## src/rtl/mc_pkg.sv

```systemverilog
// Shared definitions for the multicycle MIPS control unit: state codes,
// opcodes, datapath select encodings and the control-vector bundle.
package mc_pkg;

  typedef enum logic [3:0] {
    FETCH     = 4'd0,
    DECODE    = 4'd1,
    MEM_ADDR  = 4'd2,
    MEM_READ  = 4'd3,
    MEM_WB    = 4'd4,
    MEM_WRITE = 4'd5,
    EXEC      = 4'd6,
    R_WB      = 4'd7,
    BRANCH    = 4'd8,
    JUMP      = 4'd9,
    ADDI_WB   = 4'd10
  } state_t;

  localparam logic [5:0] OP_R    = 6'b000000;
  localparam logic [5:0] OP_LW   = 6'b100011;
  localparam logic [5:0] OP_SW   = 6'b101011;
  localparam logic [5:0] OP_BEQ  = 6'b000100;
  localparam logic [5:0] OP_J    = 6'b000010;
  localparam logic [5:0] OP_ADDI = 6'b001000;

  localparam logic [1:0] ALU_ADD   = 2'b00;
  localparam logic [1:0] ALU_SUB   = 2'b01;
  localparam logic [1:0] ALU_FUNCT = 2'b10;

  localparam logic [1:0] SRCB_B       = 2'b00;
  localparam logic [1:0] SRCB_FOUR    = 2'b01;
  localparam logic [1:0] SRCB_IMM     = 2'b10;
  localparam logic [1:0] SRCB_IMM_SH2 = 2'b11;

  localparam logic [1:0] PCSRC_ALU    = 2'b00;
  localparam logic [1:0] PCSRC_ALUOUT = 2'b01;
  localparam logic [1:0] PCSRC_JUMP   = 2'b10;

  typedef struct packed {
    logic       pc_write;
    logic       pc_write_cond;
    logic       i_or_d;
    logic       mem_read;
    logic       mem_write;
    logic       ir_write;
    logic       mem_to_reg;
    logic       reg_dst;
    logic       reg_write;
    logic       alu_src_a;
    logic [1:0] alu_src_b;
    logic [1:0] alu_op;
    logic [1:0] pc_source;
  } ctrl_t;

endpackage

```

## src/rtl/mc_out_decode.sv

```systemverilog
// Combinational map from FSM state (plus mem_ready in FETCH) to the
// datapath control vector; unlisted signals and unused states give all zeros.
module mc_out_decode
  import mc_pkg::*;
(
  input  state_t state_i,
  input  logic   mem_ready_i,
  output ctrl_t  ctrl_o
);

  always_comb begin
    ctrl_o = '0;
    case (state_i)
      FETCH: begin
        ctrl_o.mem_read  = 1'b1;
        ctrl_o.alu_src_b = SRCB_FOUR;
        ctrl_o.alu_op    = ALU_ADD;
        ctrl_o.pc_source = PCSRC_ALU;
        // PC and IR only latch on the cycle the instruction word actually arrives
        ctrl_o.ir_write  = mem_ready_i;
        ctrl_o.pc_write  = mem_ready_i;
      end
      DECODE: begin
        ctrl_o.alu_src_b = SRCB_IMM_SH2;
        ctrl_o.alu_op    = ALU_ADD;
      end
      MEM_ADDR: begin
        ctrl_o.alu_src_a = 1'b1;
        ctrl_o.alu_src_b = SRCB_IMM;
        ctrl_o.alu_op    = ALU_ADD;
      end
      MEM_READ: begin
        ctrl_o.mem_read = 1'b1;
        ctrl_o.i_or_d   = 1'b1;
      end
      MEM_WB: begin
        ctrl_o.mem_to_reg = 1'b1;
        ctrl_o.reg_write  = 1'b1;
      end
      MEM_WRITE: begin
        ctrl_o.mem_write = 1'b1;
        ctrl_o.i_or_d    = 1'b1;
      end
      EXEC: begin
        ctrl_o.alu_src_a = 1'b1;
        ctrl_o.alu_src_b = SRCB_B;
        ctrl_o.alu_op    = ALU_FUNCT;
      end
      R_WB: begin
        ctrl_o.reg_dst   = 1'b1;
        ctrl_o.reg_write = 1'b1;
      end
      BRANCH: begin
        ctrl_o.alu_src_a     = 1'b1;
        ctrl_o.alu_src_b     = SRCB_B;
        ctrl_o.alu_op        = ALU_SUB;
        ctrl_o.pc_write_cond = 1'b1;
        ctrl_o.pc_source     = PCSRC_ALUOUT;
      end
      JUMP: begin
        ctrl_o.pc_write  = 1'b1;
        ctrl_o.pc_source = PCSRC_JUMP;
      end
      ADDI_WB: begin
        ctrl_o.reg_write = 1'b1;
      end
      default: ctrl_o = '0;
    endcase
  end

endmodule

```

## src/rtl/mc_control_fsm.sv

```systemverilog
// Multicycle MIPS control FSM: holds the state register and next-state logic,
// and gates the decoded control vector with reset.
module mc_control_fsm
  import mc_pkg::*;
#(
  parameter int OPW = 6
) (
  input  logic           clk,
  input  logic           reset,
  input  logic [OPW-1:0] opcode,
  input  logic           mem_ready,
  output logic           pc_write,
  output logic           pc_write_cond,
  output logic           i_or_d,
  output logic           mem_read,
  output logic           mem_write,
  output logic           ir_write,
  output logic           mem_to_reg,
  output logic           reg_dst,
  output logic           reg_write,
  output logic           alu_src_a,
  output logic [1:0]     alu_src_b,
  output logic [1:0]     alu_op,
  output logic [1:0]     pc_source,
  output logic           bad_op,
  output logic [3:0]     state_o
);

  state_t state_q;
  ctrl_t  ctrl_dec;
  ctrl_t  ctrl_out;
  logic   op_known;

  assign op_known = (opcode == OP_R)  || (opcode == OP_LW) || (opcode == OP_SW) ||
                    (opcode == OP_BEQ) || (opcode == OP_J) || (opcode == OP_ADDI);

  always_ff @(posedge clk) begin
    if (reset) begin
      state_q <= FETCH;
    end else begin
      case (state_q)
        FETCH:     state_q <= mem_ready ? DECODE : FETCH;
        DECODE: begin
          if (opcode == OP_LW || opcode == OP_SW || opcode == OP_ADDI)
            state_q <= MEM_ADDR;
          else if (opcode == OP_R)
            state_q <= EXEC;
          else if (opcode == OP_BEQ)
            state_q <= BRANCH;
          else if (opcode == OP_J)
            state_q <= JUMP;
          else
            state_q <= FETCH;
        end
        MEM_ADDR: begin
          // Opcode is re-examined here; anything unexpected restarts from fetch
          if (opcode == OP_LW)
            state_q <= MEM_READ;
          else if (opcode == OP_SW)
            state_q <= MEM_WRITE;
          else if (opcode == OP_ADDI)
            state_q <= ADDI_WB;
          else
            state_q <= FETCH;
        end
        MEM_READ:  state_q <= mem_ready ? MEM_WB : MEM_READ;
        MEM_WRITE: state_q <= mem_ready ? FETCH : MEM_WRITE;
        EXEC:      state_q <= R_WB;
        default:   state_q <= FETCH;
      endcase
    end
  end

  mc_out_decode u_out_decode (
    .state_i     (state_q),
    .mem_ready_i (mem_ready),
    .ctrl_o      (ctrl_dec)
  );

  // Reset must suppress any write strobe from the state being left behind
  assign ctrl_out = reset ? '0 : ctrl_dec;

  assign pc_write      = ctrl_out.pc_write;
  assign pc_write_cond = ctrl_out.pc_write_cond;
  assign i_or_d        = ctrl_out.i_or_d;
  assign mem_read      = ctrl_out.mem_read;
  assign mem_write     = ctrl_out.mem_write;
  assign ir_write      = ctrl_out.ir_write;
  assign mem_to_reg    = ctrl_out.mem_to_reg;
  assign reg_dst       = ctrl_out.reg_dst;
  assign reg_write     = ctrl_out.reg_write;
  assign alu_src_a     = ctrl_out.alu_src_a;
  assign alu_src_b     = ctrl_out.alu_src_b;
  assign alu_op        = ctrl_out.alu_op;
  assign pc_source     = ctrl_out.pc_source;

  assign bad_op  = !reset && (state_q == DECODE) && !op_known;
  assign state_o = reset ? 4'd0 : state_q;

endmodule

```

## config.mk

```make
export PLATFORM = sky130hd
export DESIGN_NAME = mc_control_fsm
export DESIGN_NICKNAME = d
export VERILOG_FILES = /design/src/rtl/mc_pkg.sv /design/src/rtl/mc_out_decode.sv /design/src/rtl/mc_control_fsm.sv
export SDC_FILE = /design/constraint.sdc
export NUM_CORES = 1
export LEC_CHECK = 0
export ABC_CLOCK_PERIOD_IN_PS = 3000
export CORE_MARGIN = 1.5
export CORE_UTILIZATION = 45
export CTS_BUF_LIST = sky130_fd_sc_hd__clkbuf_16
export DETAILED_ROUTE_END_ITERATION = 16
export PLACE_DENSITY = 0.93
export RECOVER_POWER = 25
export SLEW_MARGIN = 20
export SYNTH_ARGS = -nofsm -noshare
export SYNTH_HDL_FRONTEND = slang
export SYNTH_HIERARCHICAL = 1
export SYNTH_SLANG_ARGS = --single-unit
```

## constraint.sdc

```tcl
create_clock -name clk -period 3 [get_ports clk]
set_clock_uncertainty 0.1 [all_clocks]
set_input_delay 0.6 -clock clk [delete_from_list [all_inputs] [get_ports clk]]
set_output_delay 0.6 -clock clk [all_outputs]
set_load 0.01 [all_outputs]
```

==> results of run 1 <==
==> cells by family (layout without fill, tap and decap cells) <==
| group | Yosys count | after routing | share of synthesized area (%) |
|---|---|---|---|
| buffers and inverters | 11 | 40 | 11.30 |
| flip-flops | 4 | 4 | 11.13 |
| AO/OA/AOI/OAI | 17 | 17 | 16.17 |
| AND/OR/NAND/NOR | 65 | 65 | 56.53 |
| XOR/XNOR | 4 | 4 | 4.870 |
==> Yosys cell counts (all sizes together) <==
cell	number	area (um2)
o21ai	3	15.01
or3b	2	17.52
nand3	1	5.000
xor2	1	8.760
buf	8	68.81
o41ai	1	8.760
nand3b	1	7.510
xnor2	3	26.28
o211ai	1	7.510
nand2b	6	37.54
a21oi	2	13.76
nor4b	2	17.52
a211o	1	8.760
a31oi	4	25.02
nor3	8	45.04
or4b	2	23.77
nand2	3	11.26
nand4b	1	8.760
or2b	1	7.510
nor4	3	18.77
nor2	7	26.28
clkbuf	3	12.51
and3	1	6.260
and2	1	6.260
o22ai	1	6.260
nor3b	4	30.03
nor2b	21	131.4
dfxtp	4	80.08
a32oi	1	8.760
or3	1	6.260
a211oi	2	15.01
o21a	1	7.510
==> layer usage <==
metal	wire (um)	track usage [%]
met3	90	4.255
met2	915	37.27
met5	0	0
met1	791	22.31
met4	9	4.242
==> power groups by stage <==
| stage | registers (mW) | clock network, mW | logic [mW] |
|---|---|---|---|
| final | 0.0576 | 0.207 | 0.0667 |
| after global placement | 0.0581 | 0 | 0.0667 |
| after floorplan | 0.0560 | 0 | 0.0366 |
| after global routing | 0.0579 | 0.209 | 0.0728 |
| after CTS | 0.0575 | 0.207 | 0.0679 |
| after detailed placement | 0.0582 | 0 | 0.0685 |
==> through the flow <==
stage | power (mW) | instances | instance area (um2)
after floorplan | 0.09256 | 101 | 719.4
after global placement | 0.1247 | 143 | 1008
after detailed placement | 0.1266 | 143 | 1008
after CTS | 0.3321 | 146 | 1081
after global routing | 0.3402 | 146 | 1074
final | 0.3309 | 146 | 1074
==> worst max-delay path by stage <==
| stage | from | endpoint | slack, ns | cells after the start |
|---|---|---|---|---|
| finish | reset | pc_source[1] | 0.15 | 4 |
| global route | state_q[0]$_SDFF_PP0_ | alu_src_b[1] | 0.01 | 5 |
| CTS | state_q[0]$_SDFF_PP0_ | alu_src_b[1] | 0.22 | 5 |
| detailed placement | opcode[5] | bad_op | -0.04 | 6 |
| global placement | mem_ready | pc_write | -0.02 | 5 |
| floorplan | state_q[1]$_SDFF_PP0_ | bad_op | 0.90 | 3 |
==> layout make-up <==
cell class              instances  share of cell area [%]
multi-input cells              86                   51.52
repair buffers                 37                   32.17
flip-flops and latches          4                   7.459
clock buffers                   3                   6.993
well taps                      16                   1.865
==> layout by cell type (no fill, tap or decap), drive strengths merged, types with 4 or more instances in the layout <==
master,synthesis,layout
a31oi,4,4
nor3b,4,4
clkdlybuf4s50,0,24
buf,8,7
nor2b,21,21
clkbuf,3,4
nand2b,6,6
nor3,8,8
dfxtp,4,4
nor2,7,7
==> worst min-delay path: stages (launching register included) <==
cell and delay (ns):
dfxtp_1 0.31, or4b_4 0.13, nor3_1 0.06, nand2_1 0.06, a31oi_1 0.08
==> results.py, run 1 <==
metrics = {
    "global_routing": {
        "grt_max_degree": 22,
        "globalRoute.totalOverflow": 0,
        "track_usage_pct": 19.74,
        "antenna_found_initial": 0,
        "grt_pass1_vias": 700,
        "grt_pass1_wl_um": 2891,
    },
    "worst_setup_path": {
        "crit_chain": "clkdlybuf4s50_1 > clkbuf_2 > nor2b_1 > dlygate4sd3_1",
        "reg2reg_to": "state_q[1]$_SDFF_PP0_",
        "critical_path_buf_inv_count": 3,
        "cp_slowest_cell": "dlygate4sd3_1",
        "crit_path_max_incr_delay_ns": 0.61,
        "worst_ep_arrival_time_ns": 2.15,
        "worst-endpoint-required_ns": 2.30,
        "crit_family": "buffers and inverters",
        "crit_fanout": 21,
        "reg2reg_from": "state_q[1]$_SDFF_PP0_",
        "crit_type": "input port to output pin",
        "start_kind": "input port",
        "rrSetupSlack_ns": 1.19,
        "r2r_cells": 5,
        "cp-end-kind": "output pin",
    },
    "pwr": {
        "power.density_nw_per_um2": 308.3,
        "swShare_pct": 21.15,
        "intPower_mw": 0.2609,
        "pwr-share-comb_pct": 20.2,
        "clockPowerShare_pct": 62.5,
        "ir_drop_uv": 542.8,
        "power_frac_seq_pct": 17.4,
        "leakage_nw": 0.3706,
        "p_sw_mw": 0.07000,
    },
    "clock_tree": {
        "numCtsBuffers": 3,
        "h-tree-depth": 1,
        "clockBufferDepth": 2,
        "cts.sinks": 4,
        "clk_transition_reported_paths_ns": 0.03,
        "cts_tree": "done",
        "cts_setup_buffers": 0,
        "cts_root_buffer": "clkbuf_16",
        "cts_resized": 2,
        "clk_latency_ns": 0.22,
        "hold_buffers": 0,
    },
    "logic_synthesis": {
        "avgSynthCellArea_um2": 7.123,
        "synth-seq-cells": 4,
        "yosys_warnings": 6,
        "synth_cells": 101,
        "synth_cell_types": 38,
        "syn_area_um2": 719.4,
        "yosysSeqAreaShare_pct": 11.13,
        "syn-num-nets": 110,
    },
    "place": {
        "hpwl_um": 1316,
        "gp_congestion": 0.8903,
        "port_buffers": 29,
        "pre_cts_ws_ns": -0.03785,
    },
    "sta": {
        "rsz0062_at_grt": "no",
        "fmax_ghz": 0.3510,
        "layout_setup_ws_ns": 0.1507,
        "finalSetupTns_ns": 0,
        "whs_ns": 0.5995,
        "setup_violations": 0,
        "period_minus_slack_ns": 2.849,
        "tightest_slew_ns": 0.4430,
        "post-route-period-util_pct": 94.98,
        "slew_headroom_pct": 70.43,
        "hold_viol": 0,
        "final-max-slew-violation-count": 0,
    },
    "final_layout": {
        "largest_reg_flops": 4,
        "drive_gt1_share_pct": 10.00,
        "seqCellArea_um2": 80.08,
        "fin_util_pct": 71.26,
        "reg_top3": "state_q (4)",
        "nNetsFinal": 141,
        "multi_input_area_um2": 553.0,
        "max_flop_register": "state_q",
        "antenna_cells": 0,
        "fillCellCount": 127,
        "syn_to_final_growth_pct": 49.22,
    },
    "flow_run": {
        "cap_violations": 0,
    },
    "status": {
        "status": "finished clean",
    },
    "floorplanning": {
        "start_util_pct": 47.76,
        "coreArea_um2": 1506,
        "top_level_ports": 30,
        "dieArea_um2": 1848,
        "die_h_um": 42.99,
        "die_x_um": 42.99,
        "fp-row-count": 14,
    },
    "hold_path": {
        "holdCritStartpoint": "state_q[2]$_SDFF_PP0_",
        "hold_depth": 4,
        "min_to": "state_q[2]$_SDFF_PP0_",
        "min_path_type": "flip-flop to flip-flop",
    },
    "routing": {
        "vias": 831,
        "antenna_left": 0,
        "dr.first_iter.drc_count": 27,
        "wire_per_inst_um": 12.38,
        "firstDrtPassIters": 4,
        "viasPerCell": 5.692,
        "wl_um": 1807,
        "drc": 0,
    },
}
Power figures use the tool's default switching activity.
==> run 2, diff against run 1 <==
- PLACE_DENSITY: 0.93 -> 0.94
==> results.py, run 2 (synthesis gave the netlist of run 1 again) <==
metrics = {
    "global_routing": {
        "grt_pass1_wl_um": 2884,
        "grt_most_used_layer": "met2",
        "global_route.usage.met3_pct": 1.702,
        "use_met2_pct": 34.85,
        "grt_max_degree": 19,
        "grt_pass1_vias": 694,
        "antenna_found_initial": 0,
        "globalRoute.totalOverflow": 0,
        "grt_util_met1_pct": 24.36,
        "track_usage_pct": 19.48,
    },
    "floorplanning": {
        "top_level_ports": 30,
        "die_x_um": 42.99,
        "coreArea_um2": 1506,
        "dieArea_um2": 1848,
        "start_util_pct": 47.76,
        "fp-row-count": 14,
        "die_h_um": 42.99,
    },
    "clock_tree": {
        "h-tree-depth": 1,
        "cts_root_buffer": "clkbuf_16",
        "cts_setup_buffers": 0,
        "cts.sinks": 4,
        "clk_latency_ns": 0.22,
        "hold_buffers": 0,
        "cts_tree": "done",
        "numCtsBuffers": 3,
        "clk_transition_reported_paths_ns": 0.03,
        "clockBufferDepth": 2,
        "cts_resized": 2,
    },
    "sta": {
        "rsz0062_at_grt": "no",
        "post-route-period-util_pct": 94.20,
        "tightest_slew_ns": 0.4616,
        "final-max-slew-violation-count": 0,
        "period_minus_slack_ns": 2.826,
        "setup_violations": 0,
        "hold_viol": 0,
        "slew_headroom_pct": 69.19,
        "fmax_ghz": 0.3539,
    },
    "worst_setup_path": {
        "worst-endpoint-required_ns": 2.30,
        "rrSetupSlack_ns": 1.28,
        "worst_ep_arrival_time_ns": 2.13,
        "crit_fanout": 5,
        "start_kind": "input port",
        "crit_end": "bad_op",
        "reg2reg_from": "state_q[1]$_SDFF_PP0_",
        "crit_type": "input port to output pin",
        "cp-startpoint": "opcode[1]",
        "r2r_cells": 5,
        "reg2reg_to": "state_q[0]$_SDFF_PP0_",
        "cp-end-kind": "output pin",
    },
    "hold_path": {
        "min_path_type": "flip-flop to flip-flop",
    },
    "final_layout": {
        "mostFrequentLayoutCells": "clkdlybuf4s50_1 (24), nor2b_1 (21), nor3_1 (8), buf_4 (8), nor2_1 (7)",
        "fin_cells": 147,
        "syn_to_final_growth_pct": 50.09,
        "nNetsFinal": 142,
        "final_cell_area_um2": 1080,
        "max_flop_register": "state_q",
        "reg_top3": "state_q (4)",
        "antenna_cells": 0,
        "largest_reg_flops": 4,
        "drive_gt1_share_pct": 9.924,
        "layout_commonest_cell": "clkdlybuf4s50_1",
        "fin_util_pct": 71.68,
    },
    "routing": {
        "dr.first_iter.drc_count": 9,
        "drc": 0,
        "vias": 830,
        "wl_um": 1751,
        "wire_per_inst_um": 11.91,
        "viasPerCell": 5.646,
        "antenna_left": 0,
        "firstDrtPassIters": 4,
    },
    "place": {
        "dpl.cell_count": 144,
        "place_area_um2": 1016,
        "hpwl_um": 1335,
        "port_buffers": 29,
        "gp_congestion": 0.8647,
    },
    "status": {
        "status": "finished clean",
    },
    "pwr": {
        "ir_drop_uv": 417.7,
        "leakage_nw": 0.3691,
        "power.density_nw_per_um2": 306.8,
    },
    "flow_run": {
        "cap_violations": 0,
    },
}
run 2: worst min path at each step:
stage,from,end,slack (ns),depth (start not counted)
after floorplan,state_q[3]$_SDFF_PP0_,state_q[3]$_SDFF_PP0_,0.54,2
after global placement,state_q[2]$_SDFF_PP0_,state_q[2]$_SDFF_PP0_,0.57,4
after detailed placement,state_q[2]$_SDFF_PP0_,state_q[2]$_SDFF_PP0_,0.57,4
after CTS,state_q[2]$_SDFF_PP0_,state_q[2]$_SDFF_PP0_,0.57,4
after global routing,state_q[2]$_SDFF_PP0_,state_q[2]$_SDFF_PP0_,0.60,4
final,state_q[2]$_SDFF_PP0_,state_q[2]$_SDFF_PP0_,0.59,4
run 2: cell type report:
cell class / count / area, um2
clock buffer: 3 / 75.07
fill: 118 / 426.7
multi-input combinational: 86 / 553.0
sequential: 4 / 80.08
tap: 16 / 20.02
timing repair buffer: 38 / 351.6
run 2: per-stage QoR:
stage	worst slack (ns)	TNS (ns)	power [mW]	hold WS, ns
floorplan	0.9047	0	0.09256	0.5419
global placement	-0.01784	-0.01784	0.1258	0.5711
detailed placement	-0.08952	-0.1364	0.1282	0.5686
CTS	0.1923	0	0.3344	0.5747
global route	0.07111	0	0.3419	0.6018
finish	0.1741	0	0.3312	0.5894
run 2: worst max-delay path, cell delays in order:
cell           delay [ns]
dlygate4sd3_1        0.60
and3_1               0.20
nor2_1               0.10
nor3_1               0.06
nor4_1               0.27
dlygate4sd2_1        0.30
run 2: per-layer routing:
layer	vias to the layer above	part of all wire, %	wire (um)
met2	34	50	874
met5	-	0	0
li1	421	-	-
met1	373	44	762
met4	0	0.97	17
met3	2	5.5	96
run 2: where the power goes:
part	internal (mW)	switching, mW
combinational	0.0366	0.0325
sequential	0.0546	0.00144
clock	0.170	0.0360
==> run 3, diff against run 2 <==
- ABC_CLOCK_PERIOD_IN_PS: 3000 -> 3300
- CAP_MARGIN: default -> 20
- CORE_MARGIN: 1.5 -> 3
- clock period: 3 -> 3.3 ns (I/O delays scaled with it)
==> results.py, run 3 (synthesis gave the netlist of run 1 again) <==
metrics = {
    "sta": {
        "final-max-slew-violation-count": 0,
        "post-route-period-util_pct": 95.29,
        "hold_viol": 0,
        "tightest_slew_ns": 0.6351,
        "period_minus_slack_ns": 3.144,
        "fmax_ghz": 0.3180,
        "slew_headroom_pct": 57.66,
        "finalSetupTns_ns": 0,
        "rsz0062_at_grt": "no",
        "setup_violations": 0,
    },
    "worst_setup_path": {
        "start_kind": "input port",
        "worst_ep_arrival_time_ns": 2.38,
        "cp-end-kind": "output pin",
        "crit_type": "input port to output pin",
        "crit_fanout": 2,
        "r2r_cells": 5,
        "worst-endpoint-required_ns": 2.54,
    },
    "clock_tree": {
        "cts_tree": "done",
        "cts_root_buffer": "clkbuf_16",
        "h-tree-depth": 1,
        "hold_buffers": 0,
        "cts.sinks": 4,
        "clk_transition_reported_paths_ns": 0.03,
        "clk_latency_ns": 0.22,
        "cts_resized": 0,
        "clockBufferDepth": 2,
        "numCtsBuffers": 3,
        "cts_setup_buffers": 0,
    },
    "status": {
        "status": "finished clean",
    },
    "pwr": {
        "power.density_nw_per_um2": 284.2,
        "leakage_nw": 0.3450,
        "ir_drop_uv": 377.2,
        "total_power_mw": 0.3001,
    },
    "global_routing": {
        "globalRoute.totalOverflow": 0,
        "grt_pass1_vias": 707,
        "grt_pass1_wl_um": 3015,
        "grt_max_degree": 19,
        "antenna_found_initial": 0,
        "track_usage_pct": 18.70,
    },
    "final_layout": {
        "antenna_cells": 0,
        "nNetsFinal": 138,
        "drive_gt1_share_pct": 7.874,
        "layout_commonest_cell": "clkdlybuf4s50_1",
        "largest_reg_flops": 4,
        "mostFrequentLayoutCells": "clkdlybuf4s50_1 (27), nor2b_1 (21), nor3_1 (7), nor2_1 (7), nand2b_1 (6)",
        "syn_to_final_growth_pct": 46.78,
        "max_flop_register": "state_q",
        "reg_top3": "state_q (4)",
    },
    "routing": {
        "viasPerCell": 5.782,
        "wire_per_inst_um": 13.44,
        "firstDrtPassIters": 4,
        "drc": 0,
        "vias": 821,
        "antenna_left": 0,
        "dr.first_iter.drc_count": 30,
        "wl_um": 1909,
    },
    "hold_path": {
        "hold_depth": 2,
        "min_path_type": "flip-flop to flip-flop",
    },
    "floorplanning": {
        "top_level_ports": 30,
        "die_x_um": 45.99,
        "start_util_pct": 51.43,
        "dieArea_um2": 2115,
        "coreArea_um2": 1399,
        "die_h_um": 45.99,
        "fp-row-count": 13,
    },
    "place": {
        "hpwl_um": 1317,
        "gp_congestion": 0.8847,
        "port_buffers": 29,
    },
    "flow_run": {
        "cap_violations": 0,
    },
}
run 3: worst max-delay path: stages:
cell and delay, ns:
clkdlybuf4s50_1 0.48, or3b_1 0.35, a211oi_1 0.21, nor2b_1 0.15
clkdlybuf4s50_1 0.53
run 3: power breakdown:
| part | internal, mW | switching [mW] |
|---|---|---|
| clock | 0.155 | 0.0313 |
| combinational | 0.0330 | 0.0284 |
| sequential | 0.0497 | 0.00322 |
| total | 0.237 | 0.0629 |
run 3: area by class of cell:
type	instances	area, um2
fill	108	342.8
tap	15	18.77
sequential	4	80.08
timing repair buffer	34	324.1
multi-input combinational	86	558.0
clock buffer	3	75.07
run 3: worst paths after layout:
path	from	to	slack (ns)
max	mem_ready	pc_write	0.16
min	state_q[0]$_SDFF_PP0_	state_q[2]$_SDFF_PP0_	0.62
max reg2reg	state_q[1]$_SDFF_PP0_	state_q[1]$_SDFF_PP0_	1.00
min reg2reg	state_q[0]$_SDFF_PP0_	state_q[2]$_SDFF_PP0_	0.62
run 3: per-layer routing:
metal,vias up,part of all wire [%],track usage [%]
li1,419,-,-
met1,362,43,22.61
met2,38,49,32.42
met3,2,7.6,0.7905
met4,0,0.73,10.23
met5,-,0,0
run 3: per-stage QoR:
| stage | cells | setup WS [ns] | utilization (%) | cell area (um2) | hold WS, ns |
|---|---|---|---|---|---|
| final | 142 | 0.1555 | 75.49 | 1056 | 0.6192 |
| after global routing | 142 | 0.09428 | 75.49 | 1056 | 0.6569 |
| after CTS | 142 | 0.1563 | 75.76 | 1060 | 0.6041 |
| after detailed placement | 139 | 0.1631 | 70.39 | 984.7 | 0.6015 |
| after global placement | 139 | 0.1642 | 70.39 | 984.7 | 0.6043 |
| after floorplan | 101 | 1.120 | - | 719.4 | 0.5419 |
